## config.mk

```make
export PLATFORM = sky130hd
export DESIGN_NAME = upc_scan_receiver_flat
export DESIGN_NICKNAME = d
export VERILOG_FILES = /design/src/rtl/upc_scan_receiver_if.sv /design/src/rtl/upc_scan_receiver.sv /design/src/flat_wrapper.sv
export SDC_FILE = /design/constraint.sdc
export NUM_CORES = 1
export LEC_CHECK = 0
export BUFFER_PORTS_ARGS = -buffer_cell sky130_fd_sc_hd__clkbuf_2
export CAP_MARGIN = 20
export CORE_MARGIN = 2
export CORE_UTILIZATION = 55
export CTS_BUF_LIST = sky130_fd_sc_hd__clkbuf_4 sky130_fd_sc_hd__clkbuf_8
export CTS_CLUSTER_SIZE = 14
export DETAILED_ROUTE_END_ITERATION = 8
export MAX_ROUTING_LAYER = met4
export PLACE_DENSITY = 0.75
export SLEW_MARGIN = 20
export SYNTH_ARGS = -nofsm -noshare
export SYNTH_HDL_FRONTEND = slang
export SYNTH_SLANG_ARGS = --single-unit
export TNS_END_PERCENT = 5
```

## constraint.sdc

```tcl
create_clock -name clk -period 2.1 [get_ports clk]
set_input_delay 0.42 -clock clk [delete_from_list [all_inputs] [get_ports clk]]
set_output_delay 0.42 -clock clk [all_outputs]
set_load 0.005 [all_outputs]
```

## src/rtl/upc_scan_receiver_if.sv

```systemverilog
// upc_scan_receiver_if: scanner line and decoded-item bus of the checkout scan front end.
//   scan_in     serial scanner line, idle high (driven by the scanner/master)
//   U, P, C, M  last accepted item code and mark bit
//   code_valid  1-cycle pulse when U,P,C,M are loaded
//   frame_err   1-cycle pulse when a frame is rejected
//   have_code   level, set once any frame has been accepted since reset
interface upc_scan_receiver_if;
    logic scan_in;
    logic U;
    logic P;
    logic C;
    logic M;
    logic code_valid;
    logic frame_err;
    logic have_code;
    modport master (output scan_in, input U, P, C, M, code_valid, frame_err, have_code);
    modport slave (input scan_in, output U, P, C, M, code_valid, frame_err, have_code);
endinterface

```

## src/rtl/upc_scan_receiver.sv

```systemverilog
// upc_scan_receiver: samples 7-bit scanner frames, validates them and holds the last good U,P,C,M code.
//   clk    system clock, rising edge
//   reset  synchronous, active-high; aborts any frame in progress
//   bus    slave side of upc_scan_receiver_if (scan_in in; U,P,C,M, code_valid, frame_err, have_code out)
module upc_scan_receiver #(
    parameter int BIT_CYCLES = 4,
    parameter bit PARITY_ODD = 1'b1
) (
    input logic clk,
    input logic reset,
    upc_scan_receiver_if.slave bus
);
    typedef enum logic [2:0] {IDLE, START, DATA, PARITY, STOP} state_t;
    localparam int CW = $clog2(BIT_CYCLES);
    state_t r_state, w_next;
    logic r_s1, r_s2, r_s_prev;
    logic [CW-1:0] r_cnt, w_cnt;
    logic [1:0] r_idx, w_idx;
    logic [3:0] r_data, w_data;
    logic r_par, w_par;
    logic [3:0] r_upcm;
    logic r_valid, r_err, r_have;
    logic w_half, w_full, w_good, w_load, w_err;
    assign w_half = r_cnt == CW'(BIT_CYCLES / 2 - 1);
    assign w_full = r_cnt == CW'(BIT_CYCLES - 1);
    // r_data holds {U,P,C,M}; the stop sample is the live synchronized line
    assign w_good = r_s2 && ((^{r_data, r_par}) == PARITY_ODD)
                    && r_data[3:1] != 3'b010 && r_data[3:1] != 3'b111;
    always_comb begin
        w_next = r_state;
        w_cnt = r_cnt + 1'b1;
        w_idx = r_idx;
        w_data = r_data;
        w_par = r_par;
        w_load = 1'b0;
        w_err = 1'b0;
        case (r_state)
            IDLE: begin
                w_cnt = '0;
                // r_s_prev tracks the line in every state, so a line already low on return to IDLE is not an edge
                if (!r_s2 && r_s_prev) w_next = START;
            end
            START: if (w_half) begin
                w_cnt = '0;
                w_idx = '0;
                w_next = r_s2 ? IDLE : DATA;
            end
            DATA: if (w_full) begin
                w_cnt = '0;
                w_data = {r_data[2:0], r_s2};
                w_idx = r_idx + 2'd1;
                w_next = r_idx == 2'd3 ? PARITY : DATA;
            end
            PARITY: if (w_full) begin
                w_cnt = '0;
                w_par = r_s2;
                w_next = STOP;
            end
            STOP: if (w_full) begin
                w_next = IDLE;
                w_load = w_good;
                w_err = !w_good;
            end
            default: w_next = IDLE;
        endcase
    end
    always_ff @(posedge clk) begin
        if (reset) begin
            r_s1 <= 1'b1;
            r_s2 <= 1'b1;
            r_s_prev <= 1'b1;
            r_state <= IDLE;
            r_cnt <= '0;
            r_idx <= '0;
            r_data <= '0;
            r_par <= 1'b0;
            r_upcm <= '0;
            r_valid <= 1'b0;
            r_err <= 1'b0;
            r_have <= 1'b0;
        end else begin
            r_s1 <= bus.scan_in;
            r_s2 <= r_s1;
            r_s_prev <= r_s2;
            r_state <= w_next;
            r_cnt <= w_cnt;
            r_idx <= w_idx;
            r_data <= w_data;
            r_par <= w_par;
            r_upcm <= w_load ? r_data : r_upcm;
            r_valid <= w_load;
            r_err <= w_err;
            r_have <= r_have | w_load;
        end
    end
    assign bus.U = r_upcm[3];
    assign bus.P = r_upcm[2];
    assign bus.C = r_upcm[1];
    assign bus.M = r_upcm[0];
    assign bus.code_valid = r_valid;
    assign bus.frame_err = r_err;
    assign bus.have_code = r_have;
endmodule

```

## src/flat_wrapper.sv

```systemverilog
// flat-port wrapper written by rule: the top's interface ports become plain ports
module upc_scan_receiver_flat 
#(
    parameter int BIT_CYCLES = 4,
    parameter bit PARITY_ODD = 1'b1
)
  (clk, reset, bus_scan_in, bus_U, bus_P, bus_C, bus_M, bus_code_valid, bus_frame_err, bus_have_code);
  upc_scan_receiver_if bus_i ();
  input logic clk;
  input logic reset;
  input wire logic [$bits(bus_i.scan_in)-1:0] bus_scan_in;
  output wire logic [$bits(bus_i.U)-1:0] bus_U;
  output wire logic [$bits(bus_i.P)-1:0] bus_P;
  output wire logic [$bits(bus_i.C)-1:0] bus_C;
  output wire logic [$bits(bus_i.M)-1:0] bus_M;
  output wire logic [$bits(bus_i.code_valid)-1:0] bus_code_valid;
  output wire logic [$bits(bus_i.frame_err)-1:0] bus_frame_err;
  output wire logic [$bits(bus_i.have_code)-1:0] bus_have_code;
  assign bus_i.scan_in = bus_scan_in;
  assign bus_U = bus_i.U;
  assign bus_P = bus_i.P;
  assign bus_C = bus_i.C;
  assign bus_M = bus_i.M;
  assign bus_code_valid = bus_i.code_valid;
  assign bus_frame_err = bus_i.frame_err;
  assign bus_have_code = bus_i.have_code;
  upc_scan_receiver #(.BIT_CYCLES(BIT_CYCLES), .PARITY_ODD(PARITY_ODD)) u_core (.clk(clk), .reset(reset), .bus(bus_i));
endmodule
```

==> results.txt, run 1 <==
status: finished clean
hold-critical path depth: 2
Startpoint Class: flop
via/cell ratio: 5.13
n_diodes: 0
# clock sinks: 22
GP Congestion: 0.770
Tcrit/Tclk final: 0.879
Pleak: 0.423 nW
core area: 1730 um2
Largest delay share family, worst path: multiplexers
hold crit path type: input port to flop
Die X: 47.0 um
Final Setup Violations: 0
synthesized net count: 110
antenna violations before repair: 0
Crit Path Max Fanout: 5
Setup Slack @ Placement: 0.270 ns
Area growth syn-to-layout: 8.36%
ratio of cells with drive above 1 in the final layout: 0.193
clk root buf: clkbuf_4
H-Tree Depth: 1
Max Freq: 0.542 GHz
Synth Register Bits: 22
worst-path cell chain: inv_1 -> ha_1 -> xnor3_1 -> mux2i_1 -> nor3b_4 -> mux2i_1
worst reg2reg path startpoint: u_core.r_data[1]$_SDFFE_PP0P_
Slew Limit Fails: 0
RSZ-0062 raised after global routing: false
Crit path buffers/inverters: 1
Synth cell types: 30
die footprint: 2210 um2
Mapped Area: 1020 um2
GRT Total Usage: 0.178
Crit path depth: 6
Worst Hold Slack: 0.279 ns
drc violations: 0
Worst path most repeated cell: mux2i_1
CTS Buf Count: 3
final core utilization: 0.638
kind of critical path: flop to flop
die height: 47.0 um
most common cell after layout, fill and taps aside: dfxtp_1
top-area cell type share of the netlist area: 0.433
actual slew at the worst max-slew pin: 0.523 ns
Skew-Pair Late Insertion Delay: 0.31 ns
Fin Setup TNS: 0 ns
worst r2r path cells: 6
Final Skew: 0.00321 ns
Reg clk slew, reported paths: 0.12 ns
Reg-to-Reg End: u_core.r_upcm[3]$_SDFFE_PP0P_
Avg Inst Size Synth: 10.1 um2
vias in the first global route: 611
first-pass GRT wire length: 2640 um
largest net degree at the start of global routing: 27
Tot Pwr: 678 uW
Setup Buffers After CTS: 0
hold worst-path end: u_core.r_s1$_SDFF_PP1_
DP Wirelength: 1140 um
largest area contributor in the synthesized netlist: dfxtp_1
IO Pins: 10
Critical Path AT: 2.09 ns
slowest CP cell: dfxtp_1
CTS max path bufs: 2
via count: 688
Starting Density: 0.589
Slew HR: 0.650
cts repair resizes: 0
Final min period: 1.85 ns
Power Dens Cells: 615 nW/um2
worst IR drop on VDD: 0.314 mV
Final WS setup: 0.255 ns
DRT antenna net count: 0
CP max stage delay: 0.40 ns
flop2flop setup slack: 0.25 ns
CP Data Required Time: 2.35 ns
# nets final: 119
grt ovf: 0
Synthesis Warnings: 0
Crit. End Element: flop
1st-iter DRT viols: 13
Synth area leaders: dfxtp_1, mux2i_1, ha_1, nor2_1, nand2b_1
CTS Hold Buffers Added: 0
cells after synthesis: 101
Routed WL: 1610 um
CTS tree: yes
max cap viols: 0
Port Buf Inserts: 9
Site Rows: 15
First-pass DRT Iterations: 3
DR WL/cell: 12.0 um
hold path start: bus_scan_in
final hold violations: 0
most frequent cells in the layout: dfxtp_1, nor2_1, mux2i_1, clkbuf_2, ha_1
register area share after synthesis: 0.433
-- sequential cells by signal, indices dropped and copies added, names as in the netlist, 2 cells and up --
register        cells
u_core.r_state      3
u_core.r_idx        2
u_core.r_cnt        2
u_core.r_data       4
u_core.r_upcm       4
-- kinds of logic (layout without fill, tap and decap cells) --
group	Yosys count	after routing	share of synthesized area
and+or+nand+nor	41	41	0.247
DFF	22	22	0.433
AOI/OAI and AO/OA	11	11	0.0738
muxes	11	11	0.108
buffers and inverters	9	17	0.0418
adders and majority gates	6	6	0.0738
xor gates and xnor gates	1	1	0.0221
-- worst max path at each step --
| stage | start | endpoint | slack (ns) |
|---|---|---|---|
| 6_report | u_core.r_data[1]$_SDFFE_PP0P_ | u_core.r_upcm[3]$_SDFFE_PP0P_ | 0.25 |
| 5_1_grt | u_core.r_data[1]$_SDFFE_PP0P_ | u_core.r_upcm[0]$_SDFFE_PP0P_ | 0.12 |
| 4_1_cts | u_core.r_data[1]$_SDFFE_PP0P_ | u_core.r_upcm[3]$_SDFFE_PP0P_ | 0.24 |
| 3_5_place_dp | u_core.r_data[1]$_SDFFE_PP0P_ | u_core.r_upcm[0]$_SDFFE_PP0P_ | 0.27 |
| 3_3_place_gp | u_core.r_data[1]$_SDFFE_PP0P_ | u_core.r_upcm[3]$_SDFFE_PP0P_ | 0.38 |
| 2_1_floorplan | u_core.r_data[1]$_SDFFE_PP0P_ | u_core.r_upcm[0]$_SDFFE_PP0P_ | 0.45 |
-- final cells by class --
cell class                 count  area [um2]
timing repair buffer           9        45.0
clock buffer                   4        36.3
inverter                       4        15.0
fill                         150         624
multi-input combinational     70         534
tap                           25        31.3
sequential                    22         440
-- routing by layer --
layer	vias to the layer above	GRT usage	wire length, um
met3	5	0.0346	36
met2	7	0.279	740
li1	360	-	-
met5	-	-	0
met4	0	0.0833	39
met1	316	0.219	793
-- stage by stage --
stage / area (um2) / instances
floorplan: 1020 / 101
global placement: 1070 / 130
detailed placement: 1070 / 130
CTS: 1100 / 134
global route: 1100 / 134
finish: 1100 / 134
-- power by group --
part,switching [mW],internal [mW],leakage (nW),total [mW]
combinational,0.00971,0.00891,0.224,0.0186
clock,0.127,0.106,0.0210,0.233
sequential,0.00565,0.421,0.178,0.427
total,0.142,0.536,0.423,0.678
-- cell usage after synthesis, drive strengths merged --
cell	n
dfxtp	22
nor2	12
mux2i	11
ha	6
or2b	5
inv	4
nand2b	4
nor3	4
nor3b	4
a21oi	3
clkbuf	3
nand2	3
or2	3
a21o	2
buf	2
nand3b	2
nor2b	2
a22oi	1
a31oi	1
a32oi	1
nand4b	1
nor4b	1
o211ai	1
o21ai	1
o21ba	1
xnor3	1
(Power assumes the default switching activity.)
==> run 2: changes to the inputs <==
--- a/config.mk
+++ b/config.mk
@@ -5,6 +5,7 @@
 export SDC_FILE = /design/constraint.sdc
 export NUM_CORES = 1
 export LEC_CHECK = 0
+export ABC_AREA = 1
 export BUFFER_PORTS_ARGS = -buffer_cell sky130_fd_sc_hd__clkbuf_2
 export CAP_MARGIN = 20
 export CORE_MARGIN = 2
==> results.txt, run 2 <==
status: finished clean
Synthesis Warnings: 0
Final Setup Violations: 0
Area growth syn-to-layout: 8.80%
flop2flop setup slack: 0.43 ns
Main synth FF type: dfxtp_1
CTS max path bufs: 2
GP Congestion: 0.865
synthesized net count: 148
H-Tree Depth: 1
placed cell areas: 1080 um2
Slew HR: 0.738
Port Buf Inserts: 9
Reg clk slew, reported paths: 0.12 ns
DP Wirelength: 1400 um
kind of critical path: flop to flop
final core utilization: 0.638
Crit Path Max Fanout: 10
most instantiated cells after synthesis: nand2_1, dfxtp_1, inv_1
first-pass GRT wire length: 3110 um
Fin Setup TNS: 0 ns
most frequent cells in the layout: nand2_1, dfxtp_1, inv_1, nor2_1, a21oi_1
largest net degree at the start of global routing: 14
Synth cell types: 19
CTS tree: yes
number of flops mapped to enable cells by yosys: 0
final hold violations: 0
worst reg2reg path startpoint: u_core.r_data[1]$_SDFFE_PP0P_
Power Dens Cells: 660 nW/um2
placed instance count: 170
Synth Register Bits: 22
First-pass DRT Iterations: 4
drc violations: 0
hold crit path type: input port to flop
grt ovf: 0
Mapped Area: 1020 um2
# clock sinks: 22
vias in the first global route: 771
n_diodes: 0
Pleak: 0.559 nW
Crit. End Element: flop
largest area contributor in the synthesized netlist: dfxtp_1
Final min period: 1.67 ns
Reg-to-Reg End: u_core.r_upcm[2]$_SDFFE_PP0P_
fin cells: 174
most frequent cell after synthesis: nand2_1
Setup Buffers After CTS: 0
Synth area leaders: dfxtp_1, nand2_1, inv_1, ha_1, a21oi_1
die footprint: 2220 um2
Largest regs: u_core.r_data (4), u_core.r_upcm (4), u_core.r_state (3)
cells after synthesis: 139
worst IR drop on VDD: 0.448 mV
Tot Pwr: 735 uW
core area: 1750 um2
Async S/R FF share, synth: 0
Slew Limit Fails: 0
die height: 47.1 um
Critical Path AT: 1.91 ns
GRT Total Usage: 0.208
Die X: 47.1 um
# nets final: 159
Skew-Pair Late Insertion Delay: 0.31 ns
Max Freq: 0.600 GHz
DRT antenna net count: 0
register area share after synthesis: 0.430
Startpoint Class: flop
IO Pins: 10
via count: 867
CTS Buf Count: 3
via/cell ratio: 4.98
Setup Slack @ Placement: 0.477 ns
cts repair resizes: 0
Routed WL: 1880 um
Final Skew: 0.00280 ns
Final Cell Area: 1110 um2
Worst Hold Slack: 0.291 ns
Starting Density: 0.586
Tcrit/Tclk final: 0.794
Avg Inst Size Synth: 7.36 um2
Critical Path End: u_core.r_upcm[2]$_SDFFE_PP0P_
top-area cell type share of the netlist area: 0.430
most common cell after layout, fill and taps aside: nand2_1
ratio of cells with drive above 1 in the final layout: 0.148
CP Launch Point: u_core.r_data[1]$_SDFFE_PP0P_
antenna violations before repair: 0
CTS Hold Buffers Added: 0
max cap viols: 0
Final WS setup: 0.432 ns
fillers: 164
DR WL/cell: 10.8 um
clk root buf: clkbuf_4
Site Rows: 15
1st-iter DRT viols: 17
worst r2r path cells: 11
CP Data Required Time: 2.35 ns
actual slew at the worst max-slew pin: 0.392 ns
RSZ-0062 raised after global routing: false
## run 2: cells by family (layout without fill, tap and decap cells)
kind of cell,after synthesis,in the layout,synth area share
fa+ha+maj,6,6,0.0733
compound gates,22,22,0.111
simple gates,64,64,0.282
flops,22,22,0.430
buf+inv,25,35,0.103
## run 2: how the worst min path moves through the flow
stage / start / endpoint / slack [ns] / cells past startpoint
after floorplan: u_core.r_s1$_SDFF_PP1_ / u_core.r_s2$_SDFF_PP1_ / 0.39 / 1
after global placement: u_core.r_s1$_SDFF_PP1_ / u_core.r_s2$_SDFF_PP1_ / 0.39 / 1
after detailed placement: u_core.r_s1$_SDFF_PP1_ / u_core.r_s2$_SDFF_PP1_ / 0.40 / 1
after CTS: bus_scan_in / u_core.r_s1$_SDFF_PP1_ / 0.29 / 2
after global routing: bus_scan_in / u_core.r_s1$_SDFF_PP1_ / 0.28 / 2
final: bus_scan_in / u_core.r_s1$_SDFF_PP1_ / 0.29 / 2
## run 2: area by class of cell
type | count | area (um2) | share of cell area
Timing Repair Buffer | 9 | 45.0 | 0.0404
Inverter | 22 | 82.6 | 0.0742
Sequential cell | 22 | 440 | 0.396
Multi-Input combinational cell | 92 | 478 | 0.429
Tap cell | 25 | 31.3 | 0.0281
Clock buffer | 4 | 36.3 | 0.0326
## run 2: power breakdown
part	internal, mW	switching (mW)	total (mW)
registers	0.427	0.0105	0.438
clock network	0.106	0.128	0.234
logic	0.0218	0.0410	0.0628
## run 2: layer usage
layer  GRT usage  vias up  wire (um)  part of all wire
met3      0.0462        2         89             0.047
met5           -        -          0                 0
li1            -      452          -                 -
met2       0.345       20        878              0.47
met1       0.249      393        898              0.48
met4      0.0667        0         10            0.0053
## run 2: critical path: stages, from the launching register on
cell	delay, ns
dfxtp_1	0.41
inv_1	0.08
ha_1	0.31
inv_1	0.06
nand2_1	0.05
nand2_1	0.06
nand2_1	0.06
nand3_1	0.13
nand4_4	0.19
nand2_1	0.10
nand2_1	0.05
nor2_1	0.11
